## src/rtl/cordic_pkg.sv

```systemverilog
// rtl/cordic_pkg.sv - shared constants, fixed-point formats and clog2 for the CORDIC arbiter
package cordic_pkg;

    // Phase is 1.2.13; sin and cos are 1.1.14.
    localparam int PHASE_W    = 16;
    localparam int PHASE_FRAC = 13;
    localparam int SIN_W      = 16;
    localparam int SIN_FRAC   = 14;
    localparam int COS_W      = 16;
    localparam int COS_FRAC   = 14;

    localparam logic [15:0] P_PI   = 16'h6488;
    localparam logic [15:0] N_PI   = 16'h9B78;
    localparam logic [15:0] TWO_PI = 16'hC910;

    function automatic int clog2(input int value);
        int r;
        r = 0;
        for (int i = 0; i < 31; i++) begin
            if ((1 << i) < value) begin
                r = i + 1;
            end
        end
        return r;
    endfunction

endpackage

```

## src/rtl/cordic_tag_fifo.sv

```systemverilog
// rtl/cordic_tag_fifo.sv - in-flight requester tag FIFO with occupancy count
module cordic_tag_fifo
    import cordic_pkg::*;
#(
    parameter int TAG_W = 2,
    parameter int DEPTH = 32
) (
    input  logic                     clk_i,
    input  logic                     rst_i,
    input  logic                     push_i,
    input  logic [TAG_W-1:0]         tag_i,
    input  logic                     pop_i,
    output logic [TAG_W-1:0]         head_o,
    output logic [clog2(DEPTH):0]    count_o,
    output logic                     full_o,
    output logic                     empty_o
);

    localparam int AW = clog2(DEPTH);
    localparam int CW = AW + 1;

    logic [TAG_W-1:0] mem_q [DEPTH];
    logic [AW-1:0]    wr_q, wr_d;
    logic [AW-1:0]    rd_q, rd_d;
    logic [CW-1:0]    cnt_q, cnt_d;
    logic             do_push;
    logic             do_pop;

    assign full_o  = (cnt_q == CW'(DEPTH));
    assign empty_o = (cnt_q == '0);
    assign do_push = push_i && !full_o;
    assign do_pop  = pop_i && !empty_o;
    assign head_o  = mem_q[rd_q];
    assign count_o = cnt_q;

    always_comb begin
        wr_d  = wr_q;
        rd_d  = rd_q;
        cnt_d = cnt_q;
        if (do_push) begin
            wr_d = wr_q + 1'b1;
        end
        if (do_pop) begin
            rd_d = rd_q + 1'b1;
        end
        if (do_push && !do_pop) begin
            cnt_d = cnt_q + 1'b1;
        end else if (do_pop && !do_push) begin
            cnt_d = cnt_q - 1'b1;
        end
    end

    always_ff @(posedge clk_i) begin
        if (rst_i) begin
            wr_q  <= '0;
            rd_q  <= '0;
            cnt_q <= '0;
        end else begin
            wr_q  <= wr_d;
            rd_q  <= rd_d;
            cnt_q <= cnt_d;
        end
    end

    // Storage needs no reset: entries are only read once the count covers them.
    always_ff @(posedge clk_i) begin
        if (do_push) begin
            mem_q[wr_q] <= tag_i;
        end
    end

endmodule

```

## src/rtl/cordic_arbiter.sv

```systemverilog
// rtl/cordic_arbiter.sv - round-robin front end sharing one sin_cos core; CORDIC_PHASE_WRAP_EN wraps out-of-range phases
module cordic_arbiter
    import cordic_pkg::*;
#(
    parameter int Width = 16,
    parameter int N_REQ = 4,
    parameter int DEPTH = 32
) (
    input  logic                      aclk,
    input  logic                      rst,
    input  logic [N_REQ-1:0]          req_valid,
    output logic [N_REQ-1:0]          req_ready,
    input  logic [N_REQ*Width-1:0]    req_phase,
    output logic                      cordic_phase_valid,
    output logic [Width-1:0]          cordic_phase,
    input  logic                      cordic_sin_cos_valid,
    input  logic [Width-1:0]          cordic_sin,
    input  logic [Width-1:0]          cordic_cos,
    output logic [N_REQ-1:0]          rsp_valid,
    output logic [Width-1:0]          rsp_sin,
    output logic [Width-1:0]          rsp_cos,
    output logic [clog2(N_REQ)-1:0]   rsp_id,
    output logic [clog2(DEPTH):0]     inflight,
    output logic                      err_underflow
);

    localparam int IDW = clog2(N_REQ);

    logic [IDW-1:0]   ptr_q, ptr_d;
    logic [IDW-1:0]   scan_idx;
    logic [IDW-1:0]   gnt_idx;
    logic             gnt_found;
    logic             issue;
    logic [Width-1:0] sel_phase;
    logic [Width-1:0] issue_phase;

    logic             cpv_q, cpv_d;
    logic [Width-1:0] cphase_q, cphase_d;
    logic [N_REQ-1:0] rsp_valid_q, rsp_valid_d;
    logic [Width-1:0] rsp_sin_q, rsp_sin_d;
    logic [Width-1:0] rsp_cos_q, rsp_cos_d;
    logic [IDW-1:0]   rsp_id_q, rsp_id_d;
    logic             err_q, err_d;

    logic             fifo_full;
    logic             fifo_empty;
    logic             pop;
    logic [IDW-1:0]   head_tag;

    always_comb begin
        gnt_found = 1'b0;
        gnt_idx   = '0;
        scan_idx  = '0;
        for (int k = 0; k < N_REQ; k++) begin
            scan_idx = IDW'((int'(ptr_q) + k) % N_REQ);
            if (!gnt_found && req_valid[scan_idx]) begin
                gnt_found = 1'b1;
                gnt_idx   = scan_idx;
            end
        end
    end

    // Full is judged on the registered count only; a same-cycle pop earns no credit.
    assign issue     = gnt_found && !fifo_full && !rst;
    assign req_ready = issue ? (N_REQ'(1) << gnt_idx) : '0;
    assign sel_phase = req_phase[gnt_idx*Width +: Width];
    assign pop       = cordic_sin_cos_valid && !fifo_empty;

`ifdef CORDIC_PHASE_WRAP_EN
    logic [Width:0] wrap_ext;

    always_comb begin
        wrap_ext = {sel_phase[Width-1], sel_phase};
        if ($signed(sel_phase) > $signed(Width'(P_PI))) begin
            wrap_ext = wrap_ext - {1'b0, Width'(TWO_PI)};
        end else if ($signed(sel_phase) < $signed(Width'(N_PI))) begin
            wrap_ext = wrap_ext + {1'b0, Width'(TWO_PI)};
        end
        issue_phase = Width'(wrap_ext);
    end
`else
    assign issue_phase = sel_phase;
`endif

    always_comb begin
        ptr_d       = ptr_q;
        cpv_d       = issue;
        cphase_d    = cphase_q;
        rsp_valid_d = '0;
        rsp_sin_d   = rsp_sin_q;
        rsp_cos_d   = rsp_cos_q;
        rsp_id_d    = rsp_id_q;
        err_d       = err_q;
        if (issue) begin
            cphase_d = issue_phase;
            ptr_d    = (gnt_idx == IDW'(N_REQ - 1)) ? '0 : gnt_idx + 1'b1;
        end
        if (pop) begin
            rsp_valid_d = N_REQ'(1) << head_tag;
            rsp_sin_d   = cordic_sin;
            rsp_cos_d   = cordic_cos;
            rsp_id_d    = head_tag;
        end
        if (cordic_sin_cos_valid && fifo_empty) begin
            err_d = 1'b1;
        end
    end

    always_ff @(posedge aclk) begin
        if (rst) begin
            ptr_q       <= '0;
            cpv_q       <= 1'b0;
            cphase_q    <= '0;
            rsp_valid_q <= '0;
            rsp_sin_q   <= '0;
            rsp_cos_q   <= '0;
            rsp_id_q    <= '0;
            err_q       <= 1'b0;
        end else begin
            ptr_q       <= ptr_d;
            cpv_q       <= cpv_d;
            cphase_q    <= cphase_d;
            rsp_valid_q <= rsp_valid_d;
            rsp_sin_q   <= rsp_sin_d;
            rsp_cos_q   <= rsp_cos_d;
            rsp_id_q    <= rsp_id_d;
            err_q       <= err_d;
        end
    end

    cordic_tag_fifo #(
        .TAG_W (IDW),
        .DEPTH (DEPTH)
    ) u_tag_fifo (
        .clk_i   (aclk),
        .rst_i   (rst),
        .push_i  (issue),
        .tag_i   (gnt_idx),
        .pop_i   (pop),
        .head_o  (head_tag),
        .count_o (inflight),
        .full_o  (fifo_full),
        .empty_o (fifo_empty)
    );

    assign cordic_phase_valid = cpv_q;
    assign cordic_phase       = cphase_q;
    assign rsp_valid          = rsp_valid_q;
    assign rsp_sin            = rsp_sin_q;
    assign rsp_cos            = rsp_cos_q;
    assign rsp_id             = rsp_id_q;
    assign err_underflow      = err_q;

endmodule

```

## config.mk

```make
export PLATFORM = sky130hd
export DESIGN_NAME = cordic_arbiter
export DESIGN_NICKNAME = d
export VERILOG_FILES = /design/src/rtl/cordic_pkg.sv /design/src/rtl/cordic_tag_fifo.sv /design/src/rtl/cordic_arbiter.sv
export SDC_FILE = /design/constraint.sdc
export NUM_CORES = 1
export LEC_CHECK = 0
export CAP_MARGIN = 10
export CORE_ASPECT_RATIO = 2
export CORE_MARGIN = 4
export CORE_UTILIZATION = 24
export DETAILED_ROUTE_END_ITERATION = 16
export HOLD_SLACK_MARGIN = 0.05
export MAX_ROUTING_LAYER = met4
export PLACE_DENSITY_LB_ADDON = 0.25
export SYNTH_ARGS = -nofsm -noshare
export SYNTH_HDL_FRONTEND = slang
export SYNTH_SLANG_ARGS = --single-unit
```

## constraint.sdc

```tcl
create_clock -name aclk -period 3.5 [get_ports aclk]
set_input_delay 0.7 -clock aclk [delete_from_list [all_inputs] [get_ports aclk]]
set_output_delay 0.7 -clock aclk [all_outputs]
set_load 0.03 [all_outputs]
```

## Word level (Yosys, flattened, before mapping)

Memory sizes are Yosys's and may differ from the RTL's. A register that Yosys moved wholly into a read port is not among the register bits.
Cells that the tools add are included.
W data, S select, Z words.

| storage, ports and cells | value |
|---|---|
| register bits after elaboration | 74 |
| memory bits (writable) | 64 |
| input port bits | 103 |
| output and inout port bits | 66 |
| logic and storage cells | 76 |
| memories kept | 1 |

Memory list:

| memory | depth | bits a word | rd ports | clocked after memory_dff | write ports | RTL line | source |
|---|---|---|---|---|---|---|---|
| u_tag_fifo.mem_q | 32 | 2 | 1 | 1 | 1 | cordic_tag_fifo.sv:22 | `logic [TAG_W-1:0] mem_q [DEPTH];` |

| cells by class | value |
|---|---|
| add/subtract/negate cells | 8 |
| magnitude comparators | 4 |
| equal/unequal tests | 2 |
| shift-type cells | 3 |
| muxes and demuxes | 24 |
| bitwise operators | 1 |
| reductions and logical operators | 22 |

Operators with widths:

| kind | number |
|---|---|
| $shiftx A64 B7 Y16 | 1 |
| $lt A2 B3 Y1 const B | 4 |
| $mux W6 | 2 |
| $logic_and A1 B1 Y1 | 11 |
| $add A5 B1 Y5 const B | 2 |
| $mux W1 | 10 |
| $mux W2 | 5 |
| $mux W5 | 2 |
| $bmux W1 S2 | 4 |
| $logic_not A1 Y1 | 8 |
| $shl A1 B2 Y4 const A | 2 |
| $add A6 B1 Y6 const B | 1 |
| $eq A6 B6 Y1 const B | 1 |
| $logic_not A6 Y1 | 1 |
| $sub A6 B1 Y6 const B | 1 |
| $add A2 B1 Y2 const B | 2 |
| $add A2 B2 Y2 const B | 2 |
| $mux W4 | 1 |
| $eq A2 B2 Y1 const B | 1 |
| $reduce_bool A2 Y1 | 1 |
| $reduce_or A2 Y1 | 1 |
| $not A1 Y1 | 1 |

## Logic depth before layout (Yosys ltp)

| depth | value |
|---|---|
| word-level depth | 19 |
| depth in mapped cells | 14 |
| gate-level depth less buffers | 13 |

## Hierarchy

A second synthesis with hierarchy kept.

| second synthesis, totals | value |
|---|---|
| cells, all modules | 573 |
| area total of the unflattened synthesis | 6,281.0 µm² |

By module, submodules not included:

| module | times used | cells an instance | area each (µm²) | sequential area each (µm²) |
|---|---|---|---|---|
| cordic_tag_fifo | 1 | 291 | 3,819.9 | 2,342.2 |
| cordic_arbiter | 1 | 282 | 2,461.1 | 1,161.1 |

## Worst setup path before layout

OpenSTA, ideal clock, no wires.

| path | value |
|---|---|
| path type | input to register |
| start point | in req_valid[3] |
| end point | reg u_tag_fifo.cnt_q[5], in the netlist u_tag_fifo.count_o[5] |
| library setup time | 0.128 ns |
| arrival | 2.780 ns |
| data required time | 3.372 ns |
| path slack | 0.592 ns |
| stages on the path | 12 |
| buffers on the path | 1 |
| cells stage by stage | nor4_1 -> a311o_1 -> inv_2 -> buf_2 -> ha_1 -> inv_1 -> ha_1 -> nor2b_1 -> a311oi_1 -> o311ai_0 -> xnor2_1 -> nor2_1 |

| on the way | value |
|---|---|
| word-level cells in the longest chain between the ends | 18 |
| elaborated cells on any way between the ends | 26 |
| those cells by class | 13 x mux; 13 x reduce/logical |

Ends and longest elaborated chain:

| what | RTL line | source |
|---|---|---|
| start, declared | cordic_arbiter.sv:11 | `input logic [N_REQ-1:0] req_valid,` |
| $bmux W1 S2 | cordic_arbiter.sv:56 | `if (!gnt_found && req_valid[scan_idx]) begin` |
| $mux W1 (implied by the code) | cordic_arbiter.sv:56 |  |
| $mux W1 | cordic_arbiter.sv:56 |  |
| $logic_not A1 Y1 | cordic_arbiter.sv:56 |  |
| $logic_and A1 B1 Y1 | cordic_arbiter.sv:56 |  |
| $mux W1 | cordic_arbiter.sv:56 |  |
| $logic_not A1 Y1 | cordic_arbiter.sv:56 |  |
| $logic_and A1 B1 Y1 | cordic_arbiter.sv:56 |  |
| [2 not listed] | -- |  |
| $logic_and A1 B1 Y1 | cordic_arbiter.sv:56 |  |
| $mux W1 (*) | cordic_arbiter.sv:56 |  |
| $logic_and A1 B1 Y1 (*) (2 in series) | cordic_arbiter.sv:64 | `assign issue = gnt_found && !fifo_full && !rst;` |
| $logic_and A1 B1 Y1 (*) | cordic_tag_fifo.sv:31 | `assign do_push = push_i && !full_o;` |
| named net u_tag_fifo.do_push | cordic_tag_fifo.sv:26 | `logic do_push;` |
| $logic_not A1 Y1 | cordic_tag_fifo.sv:48 | `end else if (do_pop && !do_push) begin` |
| $logic_and A1 B1 Y1 | cordic_tag_fifo.sv:48 |  |
| $reduce_bool A2 Y1 (no line) | -- |  |
| end signal, assigned | cordic_tag_fifo.sv:61 | `cnt_q <= cnt_d;` |
| end, declared | cordic_tag_fifo.sv:25 | `logic [CW-1:0] cnt_q, cnt_d;` |

The timed path passes the listed nets; every way through them passes the cells marked *. The select of a mux whose other input is x is not followed.
A chain may end at the register's enable or synchronous reset.

## Worst setup path in the final report

| path | value |
|---|---|
| start point | in req_valid[1] |
| end point | out req_ready[0] |

| on the way | value |
|---|---|
| word-level cells in the longest chain between the ends | 15 |
| elaborated cells on any way between the ends | 26 |
| those cells by class | 1 x shift; 17 x mux; 8 x reduce/logical |

Ends and longest elaborated chain:

| what | RTL line | source |
|---|---|---|
| $bmux W1 S2 | cordic_arbiter.sv:56 |  |
| $mux W1 (implied by the code) | cordic_arbiter.sv:56 |  |
| $mux W1 | cordic_arbiter.sv:56 |  |
| $logic_not A1 Y1 | cordic_arbiter.sv:56 |  |
| $logic_and A1 B1 Y1 | cordic_arbiter.sv:56 |  |
| $mux W1 | cordic_arbiter.sv:56 |  |
| $logic_not A1 Y1 | cordic_arbiter.sv:56 |  |
| $logic_and A1 B1 Y1 | cordic_arbiter.sv:56 |  |
| $mux W1 | cordic_arbiter.sv:56 |  |
| $logic_not A1 Y1 | cordic_arbiter.sv:56 |  |
| $logic_and A1 B1 Y1 | cordic_arbiter.sv:56 |  |
| $mux W1 | cordic_arbiter.sv:56 |  |
| $logic_and A1 B1 Y1 (2 in series) | cordic_arbiter.sv:64 |  |
| $mux W4 (*) | cordic_arbiter.sv:65 | `assign req_ready = issue ? (N_REQ'(1) << gnt_idx) : '0;` |
| end, declared | cordic_arbiter.sv:12 | `output logic [N_REQ-1:0] req_ready,` |

Mark *: on every way between the ends. The rest lies on a longest branch, timed or not. The select of a mux whose other input is x is not followed.

==> metrics.md <==
| Metric | Value |
|---|---|
| Max Clock Freq | 0.323 GHz |
| Layout area overhead | 41.1% |
| CTS Buf Count | 17 |
| Final setup vio count | 0 |
| Worst setup SP type | primary input |
| MaxCap Viol Count | 0 |
| Commonest cells after routing, fill and taps aside | clkdlybuf4s50_1 (163), nand2_1 (88), dfxtp_1 (79) |
| Total power | a little over 0.006 W |
| # clock sinks | 143 |
| Slowest-stage cell, CP | clkdlybuf4s50_1 |
| R2r endpoint | u_tag_fifo.count_o[5]$_SDFFE_PP0P_ |
| Fin nets | 848 |
| Detailed-route wire length per cell | between 15 and 20 um |
| Vias in the first global route | 4961 |
| Via count | 4764 |
| Worst VDD drop | 0.000420 V |
| DP Area | 8300 sq um |
| Warnings from Yosys | 0 |
| CTS Root Cell | clkbuf_16 |
| Setup bufs post-CTS | 0 |
| Initial antenna violation count | 1 |
| Ports | 169 |
| Critical path class | primary input to output port |
| Pre-Repair DR Iteration Count | 4 |
| Critical Path Fanout Max | 6 |
| Leakage Power | 3.13 nW |
| CP cell instances | clkdlybuf4s50_1 -> inv_1 -> a21oi_1 -> o22ai_1 -> a21oi_4 -> inv_1 -> ha_1 -> and2_1 -> buf_12 |
| Critical Path RT | 2.80 ns |
| FF+latch count, synth | 143 |
| Cts repair resizes | 0 |
| DRC viols | 0 |
| Reg2reg path depth | 12 |
| Worst setup EP type | output port |
| Post-layout min period | about 3.1 ns |
| Switching power | about 0.0022 W |
| First-pass GRT wire length | 27600 um |
| Routed Antenna Nets | 0 |
| Sw frac | 0.361 |
| Pins Over Slew Limit | 0 |
| Sequential element share of the synthesized area | 0.560 |
| Reg2reg setup slack | just under 0.6 ns |
| Placed Cells | 1051 |
| Post-synth EDFFs | 64 |
| Worst hold start | rsp_cos[11]$_SDFFE_PP0P_ |
| Synth Flop Type | dfxtp_1 |
| Syn Inst Count | 564 |
| Routability Congestion | 0.773 |
| Synth unique cells | 49 |
| Final Core Density | 0.344 |
| Global route overflow | 0 |
| Setup crit start | req_valid[1] |
| Worst EP arrival | 2.40 ns |
| Status | complete, no violations |
| Slew at the pin with the worst max-slew slack | roughly 0.83 ns |
| Max-slew headroom | 0.449 |
| All-Layer GR Usage | 0.130 |
| Worst-path clk slew | approximately 0.060 ns |
| Power per Cell Area | 699 nW/um^2 |
| Proportion of layout cells with a drive suffix above 1 | 0.0808 |
| Final WL | around 18000 um |
| Comb power frac | 0.375 |
| Hold violation total from the final report | 0 |
| Clk_skew | 0.00871 ns |
| Clock power share | 0.265 |
| Clk_lat worst skew | 0.42 ns |
| Synthesized area | 6260 sq um |
| CTS H-Tree Depth | 4 |
| Post-synth ARST share | 0 |
| CTS tree | built |
| Via-per-instance ratio | 4.39 |
| Port buffer count | 168 |
| Synthesized area per cell | 11.1 sq um |
| Fin crit share | 0.886 |
| Post-synthesis net count | slightly below 700 |
| Clock buffer depth | 2 |
| Worst Hold Class | register to register |
| Sequential power share | 0.360 |
| Unrepaired setup endpoints after global routing | false |
| Commonest non-fill, non-tap cell in the layout | clkdlybuf4s50_1 |
| Initial DRC Count | 195 |
| Internal Pwr Total | between 0.003 and 0.004 W |
| Layout Cells excl Fill | 1085 |
| Setup crit end | req_ready[0] |
| Die ar. | slightly below 30000 sq um |
| Post-DP HPWL | roughly 13000 um |
| Final Instance Area | 8830 sq um |
| Crit-path max cell delay | 0.53 ns |
| DIE WIDTH | 122 um |
| Most used cell, CP | inv_1 |
| Die H | about 240 um |
| CORE AREA | 25700 sq um |
| Initial Util | 0.244 |
| Hold-fix buffers, CTS | 0 |
| FP Rows | 83 |
| Final setup TNS | 0 ns |
| Largest net degree at the start of global routing | 74 |
| Worst r2r src | u_tag_fifo.count_o[1]$_SDFFE_PP0P_ |
==> flip-flops by register name, indices dropped and copies added (netlist names), named ones only <==
signal and cells:
rsp_valid 4, rsp_sin 16, cordic_phase_valid 1, u_tag_fifo.mem_q 64, cordic_phase 16, rsp_id 2, u_tag_fifo.rd_q 5, u_tag_fifo.wr_q 5
u_tag_fifo.count_o 6, rsp_cos 16, ptr_q 2, err_underflow 1
==> power by group through the flow <==
stage	Sequential (W)	Combinational, W	Clock (W)
6_report	0.00222	0.00231	0.00164
5_1_grt	0.00226	0.00254	0.00175
4_1_cts	0.00223	0.00236	0.00169
3_5_place_dp	0.00226	0.00235	0
3_3_place_gp	0.00226	0.00234	0
2_1_floorplan	0.00256	0.00115	0
==> layout make-up <==
cell class              count  area [sq um]
diodes                      2          5.00
clock buffers              23           469
clock inverters             9          61.3
fillers                  2621         16800
inverters                  13          48.8
multi-input cells         373          2520
flip-flops and latches    143          3500
well taps                 340           425
repair buffers            182          1800
==> cell families after synthesis <==
group	Yosys count	share of synthesized area
xor gates and xnor gates	11	0.0154
AOI/OAI and AO/OA	81	0.0828
buffers and inverters	48	0.0404
adders and majority gates	15	0.0312
DFF	143	0.560
muxes	61	0.117
and+or+nand+nor	205	0.153
==> metal layers <==
layer,routed length [um],up-vias,global-route usage
li1,-,2351,-
met1,6500,2275,0.126
met2,10400,117,0.245
met3,665,21,0.0290
met4,418,0,0.0527
met5,0,-,-
==> critical path, delay by kind of cell <==
kind,cells,cell delay (ns)
AOI/OAI and AO/OA,3,0.49
adders and majority gates,1,0.20
buffers and inverters,4,0.85
and+or+nand+nor,1,0.16
==> per-stage QoR <==
| step | hold slack, ns | setup WS, ns |
|---|---|---|
| final | 0.452 | 0.400 |
| after global routing | 0.470 | 0.241 |
| after CTS | 0.454 | 0.400 |
| after detailed placement | 0.446 | 0.0484 |
| after global placement | 0.440 | 0.143 |
| after floorplan | 0.468 | 0.592 |
==> how the worst min path moves through the flow <==
| stage | endpoint | slack [ns] | depth (start not counted) |
|---|---|---|---|
| finish | rsp_cos[11]$_SDFFE_PP0P_ | 0.45 | 2 |
| global route | rsp_sin[11]$_SDFFE_PP0P_ | 0.47 | 2 |
| CTS | rsp_sin[13]$_SDFFE_PP0P_ | 0.45 | 2 |
| detailed placement | rsp_cos[11]$_SDFFE_PP0P_ | 0.45 | 2 |
| global placement | rsp_sin[13]$_SDFFE_PP0P_ | 0.44 | 2 |
| floorplan | register | 0.47 | 2 |
==> cell usage after synthesis (all sizes together), types with 4 or more instances <==
cell / n / area (sq um)
dfxtp: 79 / 1580
ha: 14 / 175
mux4: 8 / 203
and2: 4 / 25.0
inv: 13 / 48.8
nand2: 88 / 330
edfxtp: 64 / 1920
nor2b: 5 / 31.3
nand3: 7 / 35.0
xor2: 7 / 61.3
nor2: 60 / 225
buf: 22 / 155
mux2i: 53 / 531
nor4: 5 / 31.3
xnor2: 4 / 35.0
clkbuf: 13 / 48.8
nand3b: 21 / 158
nand4: 6 / 43.8
a22oi: 4 / 30.0
a21oi: 45 / 229
o221ai: 16 / 140
No activity file was read; power rests on OpenSTA's default activity.
